<file path="src/rtl/mem_wb_stage_pkg.sv">
// rtl/mem_wb_stage_pkg.sv - shared encodings for the memory/writeback stage
package mem_wb_stage_pkg;

    localparam logic [1:0] WB_ALU  = 2'b00;
    localparam logic [1:0] WB_LOAD = 2'b01;
    localparam logic [1:0] WB_PC4  = 2'b10;
    localparam logic [1:0] WB_IMM  = 2'b11;

    localparam logic [2:0] F3_LB  = 3'b000;
    localparam logic [2:0] F3_LH  = 3'b001;
    localparam logic [2:0] F3_LW  = 3'b010;
    localparam logic [2:0] F3_LBU = 3'b100;
    localparam logic [2:0] F3_LHU = 3'b101;

    typedef enum logic {
        IDLE      = 1'b0,
        WAIT_LOAD = 1'b1
    } wb_state_t;

endpackage

</file>
<file path="src/rtl/load_formatter.sv">
// rtl/load_formatter.sv - aligns and sign/zero-extends a load word for RV32I load sizes
module load_formatter
    import mem_wb_stage_pkg::*;
(
    input  logic [31:0] rdata,
    input  logic [2:0]  funct3,
    input  logic [1:0]  addr_lo,
    output logic [31:0] formatted
);

    logic [7:0]  loadByte;
    logic [15:0] loadHalf;

    always_comb begin
        loadByte = rdata[7:0];
        case (addr_lo)
            2'd0: loadByte = rdata[7:0];
            2'd1: loadByte = rdata[15:8];
            2'd2: loadByte = rdata[23:16];
            2'd3: loadByte = rdata[31:24];
        endcase
        // Halfword selection ignores addr_lo[0]; misaligned halves are not split.
        loadHalf = addr_lo[1] ? rdata[31:16] : rdata[15:0];
        case (funct3)
            F3_LB:   formatted = {{24{loadByte[7]}}, loadByte};
            F3_LBU:  formatted = {24'h0, loadByte};
            F3_LH:   formatted = {{16{loadHalf[15]}}, loadHalf};
            F3_LHU:  formatted = {16'h0, loadHalf};
            F3_LW:   formatted = rdata;
            default: formatted = rdata;
        endcase
    end

endmodule

</file>
<file path="src/rtl/mem_wb_stage.sv">
// rtl/mem_wb_stage.sv - memory/writeback stage driving the register-file write port
// Optional retire counter enabled by defining WB_RETIRE_CNT_EN.
module mem_wb_stage
    import mem_wb_stage_pkg::*;
#(
    parameter int DATA_W     = 32,
    parameter int REG_ADDR_W = 5
) (
    input  logic                  clk,
    input  logic                  rst,
    input  logic                  flush,
    input  logic                  in_valid,
    output logic                  in_ready,
    input  logic                  in_reg_write,
    input  logic [REG_ADDR_W-1:0] in_rd,
    input  logic [1:0]            in_wb_sel,
    input  logic [2:0]            in_funct3,
    input  logic [1:0]            in_addr_lo,
    input  logic [DATA_W-1:0]     in_alu_result,
    input  logic [DATA_W-1:0]     in_pc_plus4,
    input  logic [DATA_W-1:0]     in_imm,
    input  logic [DATA_W-1:0]     mem_rdata,
    input  logic                  mem_rvalid,
    output logic                  enableWrite,
    output logic [REG_ADDR_W-1:0] writeReg,
    output logic [DATA_W-1:0]     writeData,
    output logic                  wb_busy
`ifdef WB_RETIRE_CNT_EN
    ,
    output logic [31:0]           retire_count
`endif
);

    wb_state_t             state;
    logic                  pendRegWrite;
    logic [REG_ADDR_W-1:0] pendRd;
    logic [2:0]            pendFunct3;
    logic [1:0]            pendAddrLo;

    logic                  waiting;
    logic                  acceptIdle;
    logic                  retire;
    logic                  wrRegWrite;
    logic [REG_ADDR_W-1:0] wrRd;
    logic [DATA_W-1:0]     wrData;
    logic [DATA_W-1:0]     loadData;
    logic [2:0]            fmtFunct3;
    logic [1:0]            fmtAddrLo;

    assign waiting    = (state == WAIT_LOAD);
    assign in_ready   = (state == IDLE) && rst;
    assign wb_busy    = waiting;
    assign acceptIdle = !waiting && in_valid && !flush;
    assign fmtFunct3  = waiting ? pendFunct3 : in_funct3;
    assign fmtAddrLo  = waiting ? pendAddrLo : in_addr_lo;

    load_formatter u_load_formatter (
        .rdata     (mem_rdata),
        .funct3    (fmtFunct3),
        .addr_lo   (fmtAddrLo),
        .formatted (loadData)
    );

    // A retirement is either a same-cycle accept (non-load, or load with data
    // ready) or the data return of a pending load; flush vetoes both.
    always_comb begin
        retire = (acceptIdle && ((in_wb_sel != WB_LOAD) || mem_rvalid))
              || (waiting && !flush && mem_rvalid);
        wrRegWrite = in_reg_write;
        wrRd       = in_rd;
        wrData     = in_alu_result;
        if (waiting) begin
            wrRegWrite = pendRegWrite;
            wrRd       = pendRd;
            wrData     = loadData;
        end else begin
            case (in_wb_sel)
                WB_ALU:  wrData = in_alu_result;
                WB_LOAD: wrData = loadData;
                WB_PC4:  wrData = in_pc_plus4;
                WB_IMM:  wrData = in_imm;
            endcase
        end
    end

    always_ff @(posedge clk or negedge rst) begin
        if (!rst) begin
            state        <= IDLE;
            enableWrite  <= 1'b0;
            writeReg     <= '0;
            writeData    <= '0;
            pendRegWrite <= 1'b0;
            pendRd       <= '0;
            pendFunct3   <= '0;
            pendAddrLo   <= '0;
        end else begin
            enableWrite <= 1'b0;
            if (retire && wrRegWrite && (wrRd != '0)) begin
                enableWrite <= 1'b1;
                writeReg    <= wrRd;
                writeData   <= wrData;
            end
            case (state)
                IDLE: begin
                    if (acceptIdle && (in_wb_sel == WB_LOAD) && !mem_rvalid) begin
                        state        <= WAIT_LOAD;
                        pendRegWrite <= in_reg_write;
                        pendRd       <= in_rd;
                        pendFunct3   <= in_funct3;
                        pendAddrLo   <= in_addr_lo;
                    end
                end
                WAIT_LOAD: begin
                    if (flush || mem_rvalid) state <= IDLE;
                end
                default: state <= IDLE;
            endcase
        end
    end

`ifdef WB_RETIRE_CNT_EN
    always_ff @(posedge clk or negedge rst) begin
        if (!rst) retire_count <= '0;
        else if (retire) retire_count <= retire_count + 32'd1;
    end
`endif

endmodule

</file>
<file path="config.mk">
export PLATFORM = sky130hd
export DESIGN_NAME = mem_wb_stage
export DESIGN_NICKNAME = d
export VERILOG_FILES = /design/src/rtl/mem_wb_stage_pkg.sv /design/src/rtl/load_formatter.sv /design/src/rtl/mem_wb_stage.sv
export SDC_FILE = /design/constraint.sdc
export NUM_CORES = 1
export LEC_CHECK = 0
export CAP_MARGIN = 20
export CORE_MARGIN = 2
export CORE_UTILIZATION = 35
export DETAILED_ROUTE_END_ITERATION = 8
export PLACE_DENSITY_LB_ADDON = 0.08
export SYNTH_ARGS = -nofsm -noshare
export SYNTH_HDL_FRONTEND = slang
export SYNTH_SLANG_ARGS = --single-unit
</file>
<file path="constraint.sdc">
create_clock -name clk -period 4.12 [get_ports clk]
set_clock_uncertainty 0.15 [all_clocks]
set_input_delay 1.236 -clock clk [delete_from_list [all_inputs] [get_ports clk]]
set_output_delay 1.236 -clock clk [all_outputs]
set_load 0.005 [all_outputs]
</file>
==> flow_summary_export.csv <==
group,metric,value,unit
outcome,status,"completed",
cts,cts-root-buf,"clkbuf_16",
worst_setup_path,rr_startpoint,"wb_busy",
final_layout,n_antenna_cell,0,
timing,rsz0062_at_grt,"false",
logic_synthesis,ys_seq_elements,50,
global_route,busiest_layer,"met2",
timing,min_period_over_period,0.834,
cts,clock_path_buffers,2,
place,preCtsSetupSlack,0.495,ns
logic_synthesis,synth_top_cell_by_area,"dfrtp_1",
cts,cts_buffers,5,
power,p_leak,2.39,nW
global_route,first_global_vias,4172,
floorplanning,core_area,0.0109,mm^2
worst_setup_path,critical-path-max-stage-delay,0.54,ns
global_route,met3_usage,0.0435,
global_route,grt_use_met1,0.312,
global_route,grt_max_degree,72,
place,dpl.hpwl,11000,um
timing,setup_ws,0.686,ns
final_layout,fin_area,0.00607,mm^2
logic_synthesis,synth_area,0.00395,mm^2
drt,wire_per_inst,19.3,um
logic_synthesis,postSynthAreaPerCell,8.52,um^2
logic_synthesis,yosysWarnings,0,
hold_path,min_path_type,"reg2reg",
global_route,grt_usage,0.240,
worst_setup_path,cp_num_buf_inv,2,
logic_synthesis,syn_nets,609,
logic_synthesis,ys.flop_type,"dfrtp_1",
drt,drt_iter0_markers,229,
cts,post_cts_resized,0,
logic_synthesis,async_reset_ff_frac,1.00,
power,peakVddDrop,0.206,mV
drt,route.detailed.drc,0,
final_layout,syn_to_final_growth,53.9,%
cts,clock_latency,0.30,ns
logic_synthesis,synth_top_cells_by_area,"dfrtp_1 (32%), mux2_2 (9.1%), mux2i_1 (8.9%), a21oi_1 (5.7%), nor2_1 (4.5%)",
drt,vias,4314,
worst_setup_path,cp-start-kind,"input pin",
logic_synthesis,yosys.cell_types.count,50,
worst_setup_path,cp-startpoint,"rst",
place,gp_congestion,0.845,
final_layout,drive_gt1_frac,0.0971,
drt,vias_per_cell,5.62,
job,cap_violations,0,
floorplanning,dieArea,0.0121,mm^2
floorplanning,initial_core_util,0.361,
logic_synthesis,synth_top_area_frac,0.317,
drt,antenna_left,0,
global_route,grt_pass1_wl,22400,um
cts,htree_levels,2,
timing,setup-violations-final,0,
power,power_density,330,mW/mm^2
floorplanning,rows,38,
global_route,overflow,0,
cts,hold_buffers,0,
timing,tns,0,ns
floorplanning,die_x,110,um
drt,dr.pass1.iters,5,
cts,cts_tree,"built",
floorplanning,dieHeight,110,um
worst_setup_path,path_cells,"buf_2 > nor2b_1 > clkdlybuf4s50_1",
timing,period_minus_slack,3.43,ns
worst_setup_path,critPathSlowestCell,"clkdlybuf4s50_1",
logic_synthesis,yosysSeqAreaShare,0.317,
final_layout,fillers,1027,
place,placed_cell_area,0.00588,mm^2
drt,drt_wl_total,14800,um
timing,max_freq,0.291,GHz
timing,hold_viol_final,0,
worst_setup_path,path_class,"in2out",
place,port_buffers,185,
global_route,antenna_found_initial,0,
cts,cts.sinks,50,
worst_setup_path,crit_arrival,2.05,ns
worst_setup_path,worstPathMaxFanout,2,
worst_setup_path,crit_family,"buffers and inverters",
cts,clk_pin_slew,0.07,ns
hold_path,holdCritStartpoint,"pendRegWrite",
timing,worst_pin_slew,0.684,ns
final_layout,fin_nets,773,
timing,relSlewSlack,0.543,
worst_setup_path,cp.required,2.73,ns
cts,postCtsSetupBuffers,0,
floorplanning,pin_count,186,
global_route,use_met2,0.415,
timing,drv_slew,0,
worst_setup_path,end_kind,"output pin",
logic_synthesis,syn_inst,463,
logic_synthesis,synth_edf_count,0,
per-stage QoR:
step           total power, mW  instances  utilization  hold WS, ns
2_1_floorplan             1.00        463            -        0.321
3_3_place_gp              1.45        760        0.538        0.330
3_5_place_dp              1.46        760        0.538        0.340
4_1_cts                   2.01        768        0.555        0.357
5_1_grt                   2.10        768        0.555        0.378
6_report                  2.00        768        0.555        0.356
metal layers:
metal  wire, um  share of wire
met4        208          0.014
met5          0              0
met1       6290           0.42
met3       1030          0.070
met2       7270           0.49
cells by family after synthesis:
kind of cell	count (synthesis)	synth area share
muxes	69	0.190
DFF	50	0.317
AOI/OAI and AO/OA	176	0.299
and+or+nand+nor	108	0.130
buffers and inverters	60	0.0634
final timing paths:
kind / to / slack [ns] / cells after the start
worst max-delay path: in_ready / 0.69 / 3
worst min-delay path: pendRegWrite / 0.36 / 1
worst max register to register: writeData[21] / 1.02 / 7
worst min register to register: pendRegWrite / 0.36 / 1
max in group asynchronous: wb_busy / 2.35 / 2
min in group asynchronous: writeData[0] / 1.00 / 2
state kept, by name (all words and copies together), names as in the netlist:
signal,flops
enableWrite,1
wb_busy,1
pendFunct3,3
pendAddrLo,2
writeData,32
pendRegWrite,1
writeReg,5
pendRd,5
cell usage in the layout (no fill, tap or decap), types with 2 or more instances in the layout:
master,count
a21oi_1,45
o221ai_1,2
nor2_1,47
nand2_1,12
o2bb2ai_1,6
nor2b_1,4
nor3b_1,2
buf_4,9
or3_1,2
o211a_1,9
clkbuf_16,5
mux2i_1,35
inv_1,22
nand2b_1,6
a31oi_1,18
and2_1,2
nand3_1,10
a41oi_1,6
a211oi_1,2
clkdlybuf4s50_1,182
a32oi_1,2
o21ai_0,33
nor3_1,15
buf_2,3
dfrtp_1,49
o22a_1,3
o22ai_1,20
bufinv_16,2
mux2_2,32
a22oi_1,15
o32a_1,5
cell usage after synthesis, types with 2 or more instances:
cell,instances
dfrtp_1,50
nor2_1,47
a21oi_1,45
mux2i_1,35
o21ai_0,33
mux2_2,32
inv_1,22
o22ai_1,20
a31oi_1,18
clkbuf_1,17
a22oi_1,15
nor3_1,15
nand2_1,12
buf_2,11
nand3_1,10
o211a_1,9
buf_1,7
a41oi_1,6
nand2b_1,6
o2bb2ai_1,6
o32a_1,5
nor2b_1,4
buf_4,3
o22a_1,3
a211oi_1,2
a32oi_1,2
and2_1,2
nor3b_1,2
o221ai_1,2
or3_1,2
worst register-to-register path, stage by stage, from the launching register on:
cell	delay [ns]
dfrtp_2	0.81
buf_4	0.54
mux2i_1	0.38
o21bai_1	0.31
o32ai_2	0.22
o21ai_2	0.17
buf_4	0.24
a31oi_1	0.13
where the power goes:
group          leakage (nW)  internal (mW)  total [mW]  switching (mW)
Combinational          1.69          0.458       0.756           0.298
Sequential            0.604          0.614       0.699          0.0852
Clock                0.0940          0.349       0.547           0.198
Total                  2.39           1.42        2.00           0.581
layout make-up:
type	instances	area [um^2]	area share
inverters	22	82.6	0.0136
repair buffers	195	1920	0.317
clock buffers	5	125	0.0206
clock inverters	3	68.8	0.0113
well taps	140	175	0.0288
multi-input cells	353	2440	0.402
flip-flops and latches	50	1250	0.206
No activity file was read; power rests on OpenSTA's default activity.
